===== config.mk =====
export PLATFORM = sky130hd
export DESIGN_NAME = line_window
export DESIGN_NICKNAME = d
export VERILOG_FILES = /design/src/rtl/line_window.sv
export SDC_FILE = /design/constraint.sdc
export NUM_CORES = 1
export LEC_CHECK = 0
export BUFFER_PORTS_ARGS = -buffer_cell sky130_fd_sc_hd__buf_2
export CORE_ASPECT_RATIO = 0.6
export CORE_UTILIZATION = 62
export DETAILED_ROUTE_END_ITERATION = 16
export GPL_ROUTABILITY_DRIVEN = 0
export PLACE_DENSITY_LB_ADDON = 0.2
export SYNTH_ARGS = -nofsm -noshare
export SYNTH_HDL_FRONTEND = slang
export SYNTH_SLANG_ARGS = --single-unit

===== constraint.sdc =====
create_clock -name clk -period 4.4 [get_ports clk]
set_input_delay 0.22 -clock clk [delete_from_list [all_inputs] [get_ports clk]]
set_output_delay 0.22 -clock clk [all_outputs]
set_load 0.005 [all_outputs]

===== src/rtl/line_window.sv =====
// Vertical window builder: keeps filter_size-1 padded lines and emits one filter_size-pixel column per accepted pixel.
// Latency: 1 cycle from input accept to o_TDATA/o_TVALID; full throughput of 1 pixel per cycle.
// Backpressure: single output register, o_TREADY = !o_TVALID || i_TREADY; output is held while stalled.
module line_window #(
    parameter int pix_depth   = 4,
    parameter int frame_width = 10,
    parameter int filter_size = 5,
    parameter int add_cells   = (filter_size - 1) / 2,
    parameter int line_width  = frame_width + 2 * add_cells
) (
    input  logic                               clk,
    input  logic                               resetn,
    input  logic [pix_depth-1:0]               i_TDATA,
    input  logic                               i_TVALID,
    output logic                               o_TREADY,
    input  logic [1:0]                         i_TUSER,
    output logic [pix_depth*filter_size-1:0]   o_TDATA,
    output logic                               o_TVALID,
    input  logic                               i_TREADY,
    output logic [1:0]                         o_TUSER,
    output logic                               o_err
);

    localparam int CW = $clog2(line_width);
    localparam int RW = $clog2(filter_size);
    localparam logic [CW-1:0] COL_LAST = CW'(line_width - 1);
    localparam logic [RW-1:0] ROW_FULL = RW'(filter_size - 1);

    logic [pix_depth-1:0] line_mem [filter_size-1][line_width];

    logic [CW-1:0] col_cnt;
    logic [RW-1:0] row_cnt;
    logic          sof_pending;

    logic                             accept;
    logic                             sof;
    logic                             eol;
    logic [CW-1:0]                    c_eff;
    logic [RW-1:0]                    row_eff;
    logic                             col_valid;
    logic                             col_last;
    logic [pix_depth*filter_size-1:0] col_dat;

    assign o_TREADY  = !o_TVALID || i_TREADY;
    assign accept    = i_TVALID && o_TREADY;
    assign sof       = i_TUSER[0];
    assign eol       = i_TUSER[1];
    // A start-of-frame beat is forced to column 0, row 0 regardless of where the counters were.
    assign c_eff     = sof ? '0 : col_cnt;
    assign row_eff   = sof ? '0 : row_cnt;
    assign col_valid = (row_eff == ROW_FULL);
    assign col_last  = (c_eff == COL_LAST);

    always_comb begin
        col_dat = '0;
        col_dat[pix_depth-1:0] = i_TDATA;
        for (int k = 0; k < filter_size - 1; k++) begin
            col_dat[(k+1)*pix_depth +: pix_depth] = line_mem[k][c_eff];
        end
    end

    // Line memories shift down one row per accept at the current column; no reset needed.
    always_ff @(posedge clk) begin
        if (accept) begin
            line_mem[0][c_eff] <= i_TDATA;
            for (int k = 1; k < filter_size - 1; k++) begin
                line_mem[k][c_eff] <= line_mem[k-1][c_eff];
            end
        end
    end

    always_ff @(posedge clk or negedge resetn) begin
        if (!resetn) begin
            o_TVALID    <= 1'b0;
            o_TDATA     <= '0;
            o_TUSER     <= 2'b00;
            o_err       <= 1'b0;
            col_cnt     <= '0;
            row_cnt     <= '0;
            sof_pending <= 1'b0;
        end else if (accept) begin
            o_TDATA  <= col_dat;
            o_TVALID <= col_valid;
            o_TUSER  <= {col_last, col_valid && sof_pending};
            if (col_last) begin
                col_cnt <= '0;
                row_cnt <= (row_eff == ROW_FULL) ? row_eff : row_eff + RW'(1);
            end else begin
                col_cnt <= c_eff + CW'(1);
                row_cnt <= row_eff;
            end
            if (sof) begin
                o_err       <= 1'b0;
                sof_pending <= 1'b1;
            end else begin
                if (eol != col_last) begin
                    o_err <= 1'b1;
                end
                if (col_valid) begin
                    sof_pending <= 1'b0;
                end
            end
        end else if (i_TREADY) begin
            o_TVALID <= 1'b0;
        end
    end

endmodule

# Word-level counts from Yosys, hierarchy flattened
# Memory sizes are Yosys's and may differ from the RTL's.
# Cells that the tools add are included.
# Widths: inputs -> output; s select.
# totals
regBits	32
mem_bits_rw	224
inputBits	10
out_inout_bits	25
n_memories	1
# memory_table
name	words	width	read_ports	rd_ports_with_merged_regs	wr	line_no	rtl
line_mem	4	56	4	0	4	29	logic [pix_depth-1:0] line_mem [filter_size-1][line_width];
# classes
n_addsub	2
order_cmp	2
eq_ne	3
mux	27
bitwise	1
reduce_logical	10
# ops
op	n
$bmux 4 s4	4
$mux 56	1
$mux 4	11
$demux 4 s4	1
$mux 3	3
$mux 1	7
$reduce_bool 2->1	3
$ge 5x5->1 const B	1
$lt 5x1->1 const B	1
$not 4->5	1
$add 4x1->4 const B	1
$eq 4x4->1 const B	1
$reduce_and 2->1	2
$add 3x1->3 const B	1
$eq 3x3->1 const B	1
$logic_and 1x1->1	3
$logic_not 1->1	1
$logic_or 1x1->1	1
$ne 1x1->1	1

# Depth between registers and ports, before layout
# Gate-level depths: netlist of the first run.
# depth
ltp_word	7
depth_mapped	10
mapped_depth_nobuf	6

# Least setup slack after synthesis of the first run
# Ideal clock, no wire load.
# synth_path
path_type	flip-flop to flip-flop
from	register col_cnt[1]
to	memory line_mem[0][16] (netlist bit) (enable)
setup_time_ps	430
arrival_time_ps	2618
setup_slack_ps	1352
stages_incl_launch_ff	6
n_path_buf	4
cell_sequence	dfrtp_1 -> buf_6 -> buf_6 -> buf_4 -> buf_4 -> nor4_1
# synth_lines
item	line_no	rtl
from (decl)	31	logic [CW-1:0] col_cnt;
from (signal assigned)	89	col_cnt <= c_eff + CW'(1);
to (decl)	29	

==> flow_metrics.py, run 1 <==
metrics = {
    "run_status": {
        "outcome": "finished clean",
    },
    "pwr": {
        "p_per_area_mw_per_mm2": 510,
        "power.internal_uw": 4490,
        "power_frac_comb_pct": 15.5,
        "clkPwrFrac_pct": 32.9,
        "vdd_drop_max_mv": 0.448,
        "power_leakage_uw": 0.00413,
        "switching_share_pct": 26.3,
        "power_switching_uw": 1600,
        "pwr-share-seq_pct": 51.6,
    },
    "critical_path": {
        "worstPathMaxFanout": 32,
        "cp_num_buf_inv": 1,
        "crit_type": "register to register",
        "required_ns": 4.47,
        "crit_arrival_ns": 3.23,
        "r2r-end": "line_mem[3][47]",
        "crit_chain": "buf_4 -> mux4_2 -> a22oi_2 -> nand3b_1",
        "cpPeakStageDelay_ns": 0.98,
        "start_kind": "register",
        "r2r-start": "col_cnt[1]",
        "crit_family": "flip-flops",
        "rr_worst_depth": 4,
        "rrSetupSlack_ns": 1.24,
        "crit_path_end_kind": "register",
        "crit_slowest_cell": "dfrtp_2",
    },
    "global_route": {
        "grt_pass1_vias": 6038,
        "antenna_found_initial": 0,
        "grt_max_degree": 62,
        "grt_overflow": 0,
        "grt_pass1_wl_um": 37100,
        "grt_use_total_pct": 29.0,
    },
    "clocking": {
        "cts_tree": "yes",
        "worst_skew_pair.late_latency_ns": 0.52,
        "cts_post_setup_buffers_inserted": 0,
        "clockBufferDepth": 3,
        "htree_num_levels": 1,
        "cts_sinks": 256,
        "cts_resized": 0,
        "cts_root_buf": "clkbuf_16",
        "numCtsBuffers": 23,
        "clkTransAtPathRegs_ns": 0.07,
    },
    "logic_synthesis": {
        "synth.avg_cell_area_um2": 16.7,
        "seq_area_frac_synth_pct": 69.8,
        "synth_cell_types": 58,
        "synth.top_cell.area_share_pct": 62.4,
        "synthArstFlopShare_pct": 12.5,
        "synth_nets": 659,
        "ys_ff_latch": 256,
        "synthFlopType": "edfxtp_1",
        "yosysMostFrequentCell": "edfxtp_1",
        "yosys.area.top_type": "edfxtp_1",
        "synth_commonest_cells": "224 x edfxtp_1, 55 x nor2_1, 32 x dfrtp_1",
        "yosys-top-cells-area": "edfxtp_1 62%, dfrtp_1 7.4%, mux4_2 5.4%",
        "yosysWarnings": 0,
        "synth_edf_count": 224,
        "syn_inst": 647,
        "mappedNetlistArea_mm2": 0.0108,
    },
    "timing": {
        "max-slew-margin-rel_pct": 21.5,
        "finalSetupTns_ns": 0,
        "period_minus_slack_ns": 3.16,
        "whs_ns": 0.0369,
        "min_period_over_period_pct": 71.8,
        "worst_pin_slew_ns": 1.18,
        "rsz0062_at_grt": "false",
        "finClkSkew_ns": 0.00978,
        "setup_viol": 0,
        "slew_viol_final": 0,
        "max_freq_ghz": 0.317,
        "hold_viol": 0,
    },
    "worst_hold_path": {
        "hp-class": "primary input to register",
        "hold_path_depth": 3,
        "min_to": "o_TVALID",
        "hp-start": "i_TVALID",
    },
    "route": {
        "drtIter0Drc": 633,
        "drc": 0,
        "postRouteWirelength_um": 24800,
        "vias_per_cell": 6.49,
        "firstDrtPassIters": 5,
        "detail-route-antenna-nets": 0,
        "wire_per_inst_um": 26.4,
        "vias": 6092,
    },
    "floorplan": {
        "design.core.area_mm2": 0.0166,
        "die-area_mm2": 0.0179,
        "rows": 36,
        "io_pins": 35,
        "die_h_um": 104,
        "die_width_um": 172,
        "start_util_pct": 64.9,
    },
    "layout": {
        "drive_above_1_share_pct": 27.0,
        "area_growth_pct": 10.8,
        "insertedDiodeCount": 0,
        "stdcell_count": 939,
        "final_nets": 706,
    },
    "job": {
        "max-cap-violations": 0,
    },
    "place": {
        "dp_cells": 896,
        "dp_hpwl_um": 15000,
        "port-buffer-count": 34,
    },
}
layer usage:
| metal | up-vias | share of wire [%] | GRT usage, % |
|---|---|---|---|
| li1 | 2622 | - | - |
| met1 | 3113 | 43 | 43.8 |
| met2 | 302 | 45 | 42.6 |
| met3 | 55 | 9.7 | 7.23 |
| met4 | 0 | 2.4 | 7.59 |
| met5 | - | 0 | 0 |
worst max-delay path by stage:
| stage | slack [ns] | cells past startpoint | from | endpoint |
|---|---|---|---|---|
| final | 1.24 | 4 | col_cnt[1] | line_mem[3][47] |
| after global routing | 1.13 | 4 | col_cnt[1] | line_mem[3][23] |
| after CTS | 1.30 | 4 | col_cnt[1] | line_mem[3][47] |
| after detailed placement | 1.33 | 4 | col_cnt[1] | line_mem[3][39] |
| after global placement | 1.38 | 4 | col_cnt[1] | line_mem[3][39] |
| after floorplan | 1.35 | 5 | col_cnt[1] | line_mem[0][16] |
flip-flops by register name, summed over array words and instances (netlist names):
name and flops:
o_TDATA 20, sof_pending 1, o_TVALID 1, o_err 1, row_cnt 3, col_cnt 4
line_mem 224, o_TUSER 2
area by class of cell:
type | count | area, um2
multi-input combinational | 344 | 2960
clock buffer | 35 | 661
clock inverter | 7 | 88.8
inverter | 5 | 18.8
timing repair buffer | 64 | 398
tap | 228 | 285
sequential | 256 | 7530
fill | 1037 | 4680
kinds of logic (layout without fill, tap and decap cells):
family / count (synthesis) / count (layout) / synth area share (%)
AOI/OAI and AO/OA: 104 / 104 / 7.82
adders and majority gates: 2 / 2 / 0.232
buffers and inverters: 47 / 111 / 3.32
DFF: 256 / 256 / 69.8
muxes: 77 / 77 / 10.7
and+or+nand+nor: 161 / 161 / 8.07
power groups by stage:
stage	sequential, uW	clock, uW	combinational [uW]
after floorplan	3090	0	703
after global routing	3160	2120	1020
after CTS	3140	2030	940
after detailed placement	3190	0	935
after global placement	3180	0	902
final	3140	2010	945
layout by cell type, fill, tap and decap left out, types with 3 or more instances in the layout:
cell and n:
a21oi_1 22, a22oi_2 12, a31oi_1 14, a32o_1 3
a32oi_1 3, buf_2 34, buf_4 29, clkbuf_1 8
clkbuf_16 23, clkbuf_8 4, clkinv_2 4, dfrtp_1 30
edfxtp_1 224, inv_1 4, mux2_2 24, mux2_4 6
mux2i_1 21, mux4_2 26, nand2_1 26, nand2b_1 15
nand3_1 3, nand3b_1 14, nor2_1 51, nor2_2 5
nor2b_1 28, nor3_2 3, nor4_2 4, o2111a_1 12
o211ai_1 3, o21ai_0 9, o21ai_1 3
what timing repair did:
| action | 4_1_cts | 5_1_grt |
|---|---|---|
| endpoints found under the hold margin | 32 | 0 |
| hold buffers | 1 | 0 |
| setup endpoints to repair | 0 | 0 |
per-stage QoR:
stage | util [%] | cell area [um2] | worst slack, ns | total power, uW
2_1_floorplan | - | 10800 | 1.35 | 3790
5_1_grt | 71.9 | 11900 | 1.13 | 6300
6_report | 71.9 | 11900 | 1.24 | 6090
4_1_cts | 71.9 | 11900 | 1.30 | 6110
3_5_place_dp | 67.3 | 11200 | 1.33 | 4130
3_3_place_gp | 67.3 | 11200 | 1.38 | 4090
tightest hold or removal path, stage by stage:
cell	delay [ns]
buf_2	0.13
inv_1	0.07
o31ai_1	0.08
Power figures use the tool's default switching activity.
==> run 2: changes to the inputs <==
--- a/config.mk
+++ b/config.mk
@@ -5,9 +5,10 @@
 export SDC_FILE = /design/constraint.sdc
 export NUM_CORES = 1
 export LEC_CHECK = 0
+export ABC_AREA = 1
 export BUFFER_PORTS_ARGS = -buffer_cell sky130_fd_sc_hd__buf_2
 export CORE_ASPECT_RATIO = 0.6
-export CORE_UTILIZATION = 62
+export CORE_UTILIZATION = 56
 export DETAILED_ROUTE_END_ITERATION = 16
 export GPL_ROUTABILITY_DRIVEN = 0
 export PLACE_DENSITY_LB_ADDON = 0.2
==> constraint.sdc (replaced) <==
create_clock -name clk -period 2.82 [get_ports clk]
set_input_delay 0.141 -clock clk [delete_from_list [all_inputs] [get_ports clk]]
set_output_delay 0.141 -clock clk [all_outputs]
set_load 0.005 [all_outputs]
==> run 2 against run 1 <==
  * Global-route usage is 0.10 points lower
  * Clock power is 46% higher
  * Wire length is 11% higher
  * Core utilization is 6.5 points lower
  * Synthesized area is 0.30% higher
  * Register-to-register slack worse by 0.83 ns
  * Cell count is 42% higher
  * Via count is 24% higher
  * Non-clock buffer count is 14 higher
==> flow_metrics.py, run 2 <==
metrics = {
    "run_status": {
        "outcome": "finished clean",
    },
    "timing": {
        "max_freq_ghz": 0.405,
        "hold_viol": 0,
        "slew_viol_final": 0,
        "worst_pin_slew_ns": 0.849,
        "finalSetupTns_ns": 0,
        "finClkSkew_ns": 0.0101,
        "min_period_over_period_pct": 87.6,
        "max-slew-margin-rel_pct": 43.4,
        "period_minus_slack_ns": 2.47,
        "rsz0062_at_grt": "false",
        "setup_viol": 0,
    },
    "logic_synthesis": {
        "syn_inst": 1020,
        "synth_nets": 1032,
        "ys_ff_latch": 256,
        "synth_cell_types": 28,
        "yosys.area.top_type": "edfxtp_1",
        "synth_commonest_cells": "494 x nand2_1, 224 x edfxtp_1, 87 x nand3_1",
        "mappedNetlistArea_mm2": 0.0108,
        "seq_area_frac_synth_pct": 69.6,
        "synth.top_cell.area_share_pct": 62.2,
        "synth_edf_count": 224,
        "synth.avg_cell_area_um2": 10.6,
        "yosys-top-cells-area": "edfxtp_1 62%, nand2_1 17%, dfrtp_1 7.4%",
        "synthFlopType": "edfxtp_1",
        "synthArstFlopShare_pct": 12.5,
        "yosysMostFrequentCell": "nand2_1",
        "yosysWarnings": 0,
    },
    "critical_path": {
        "cp_common_cell": "nand2_1",
        "crit_arrival_ns": 2.47,
        "crit_type": "primary input to register",
        "cp_num_buf_inv": 4,
        "crit_chain": "dlygate4sd3_1 -> buf_2 -> inv_2 -> nand2_2 -> buf_12 -> nand2_1 -> nand2_1 -> nand2_1 -> nand2_1 -> nand2_1 -> nand4_1",
        "worstPathMaxFanout": 69,
        "crit_family": "buffers and inverters",
        "crit_path_end_kind": "register",
        "cpPeakStageDelay_ns": 0.62,
        "required_ns": 2.82,
        "crit_slowest_cell": "nand4_1",
        "start_kind": "primary input",
    },
    "route": {
        "drtIter0Drc": 935,
        "vias": 7535,
        "postRouteWirelength_um": 27500,
        "firstDrtPassIters": 6,
        "detail-route-antenna-nets": 0,
        "vias_per_cell": 5.67,
        "wire_per_inst_um": 20.7,
        "drc": 0,
    },
    "pwr": {
        "clkPwrFrac_pct": 34.4,
        "pwr-share-seq_pct": 52.9,
        "vdd_drop_max_mv": 0.596,
        "power_frac_comb_pct": 12.7,
        "switching_share_pct": 25.9,
        "power.internal_uw": 6320,
        "p_per_area_mw_per_mm2": 706,
        "power_switching_uw": 2210,
        "p_total_uw": 8530,
        "power_leakage_uw": 0.00509,
    },
    "clocking": {
        "cts_sinks": 256,
        "cts_post_setup_buffers_inserted": 0,
        "worst_skew_pair.late_latency_ns": 0.51,
        "cts_root_buf": "clkbuf_16",
        "htree_num_levels": 1,
        "holdBufCountCts": 4,
        "numCtsBuffers": 23,
        "cts_tree": "yes",
        "clkTransAtPathRegs_ns": 0.06,
        "cts_resized": 0,
        "clockBufferDepth": 3,
    },
    "layout": {
        "layout_common_cells": "494 x nand2_1, 224 x edfxtp_1, 87 x nand3_1, 34 x buf_2, 34 x buf_4",
        "insertedDiodeCount": 0,
        "largest_reg_flops": 224,
        "seq_area_mm2": 0.00753,
        "n_fill_cell": 1421,
        "drive_above_1_share_pct": 11.6,
        "multi_input_area_mm2": 0.00287,
        "top_regs": "line_mem (224), o_TDATA (20), col_cnt (4)",
        "final_nets": 1086,
        "area_growth_pct": 11.8,
        "top_register": "line_mem",
        "final_common_cell": "nand2_1",
    },
    "global_route": {
        "grt_use_total_pct": 28.9,
        "grt_pass1_vias": 7034,
        "grt_pass1_wl_um": 42100,
        "grt_max_degree": 70,
        "grt_overflow": 0,
        "antenna_found_initial": 1,
    },
    "floorplan": {
        "die_h_um": 110,
        "rows": 38,
        "io_pins": 35,
        "die-area_mm2": 0.0199,
        "die_width_um": 181,
        "design.core.area_mm2": 0.0185,
        "start_util_pct": 58.5,
    },
    "place": {
        "port-buffer-count": 34,
        "dp_hpwl_um": 16900,
    },
    "worst_hold_path": {
        "hp-class": "primary input to register",
    },
    "job": {
        "max-cap-violations": 0,
    },
}
==> run 2: cell types whose count changed after synthesis, moves of 14 or more <==
cell	delta
inv_1	+26
a21oi_1	-16
nor2_1	-16
nor2b_1	-28
nand4_1	+15
nand2_1	+468
nand2b_1	-15
mux2i_1	-21
nand3_1	+84
nand3b_1	-14
mux4_2	-26
mux2_2	-24
==> run 2: power by group through the flow <==
stage / Sequential (uW) / Combinational, uW / Clock [uW]
2_1_floorplan: 4580 / 629 / 0
3_3_place_gp: 4590 / 1040 / 0
3_5_place_dp: 4590 / 1050 / 0
4_1_cts: 4510 / 1070 / 2970
5_1_grt: 4530 / 1190 / 3120
6_report: 4510 / 1080 / 2940
==> run 2: final cells by class <==
type | instances | area share (%)
Sequential cell | 256 | 62.3
Multi-Input combinational cell | 683 | 23.7
Clock buffer | 29 | 4.95
Timing Repair Buffer | 78 | 4.84
Tap cell | 240 | 2.48
Inverter | 32 | 0.994
Clock inverter | 12 | 0.714
==> run 2: tightest hold or removal path, stage by stage <==
cell,delay [ns]
buf_2,0.21
nand2_1,0.11
nand2_1,0.04
==> run 2: metrics by stage <==
stage / util [%] / hold WS (ns) / std cells / area [um2] / setup WS [ns]
4_1_cts: 65.4 / 0.0147 / 1330 / 12100 / 0.461
6_report: 65.4 / 0.0455 / 1330 / 12100 / 0.350
5_1_grt: 65.4 / 0.0401 / 1330 / 12100 / 0.202
3_5_place_dp: 61.4 / 0.281 / 1285 / 11400 / 0.487
2_1_floorplan: - / -0.155 / 1020 / 10800 / 0.218
3_3_place_gp: 61.4 / 0.273 / 1285 / 11400 / 0.510
==> run 2: metal layers <==
| metal | global-route usage, % | vias up | part of all wire [%] |
|---|---|---|---|
| met2 | 41.9 | 437 | 41 |
| met3 | 7.92 | 47 | 13 |
| met1 | 43.7 | 3533 | 44 |
| met4 | 6.17 | 0 | 2.1 |
| met5 | 0 | - | 0 |
| li1 | - | 3518 | - |
==> run 2: worst paths after layout <==
path	to	slack, ns	cells past startpoint	startpoint
worst max-delay path	line_mem[2][2]	0.35	11	i_TUSER[0]
worst min-delay path	o_TDATA[2]	0.05	3	i_TDATA[2]
worst max register to register	line_mem[2][2]	0.41	8	col_cnt[0]
worst min register to register	o_TDATA[0]	0.48	2	o_TDATA[0]
max in group asynchronous	col_cnt[0]	1.95	2	resetn
min in group asynchronous	o_TDATA[6]	0.29	2	resetn
==> run 2: cells by family (layout without fill, tap and decap cells) <==
group / count (synthesis) / after routing / synth area share, %
buf+inv: 81 / 151 / 4.21
fa+ha+maj: 2 / 2 / 0.231
flops: 256 / 256 / 69.6
xor+xnor: 1 / 1 / 0.0810
simple gates: 644 / 644 / 24.1
compound gates: 36 / 36 / 1.75
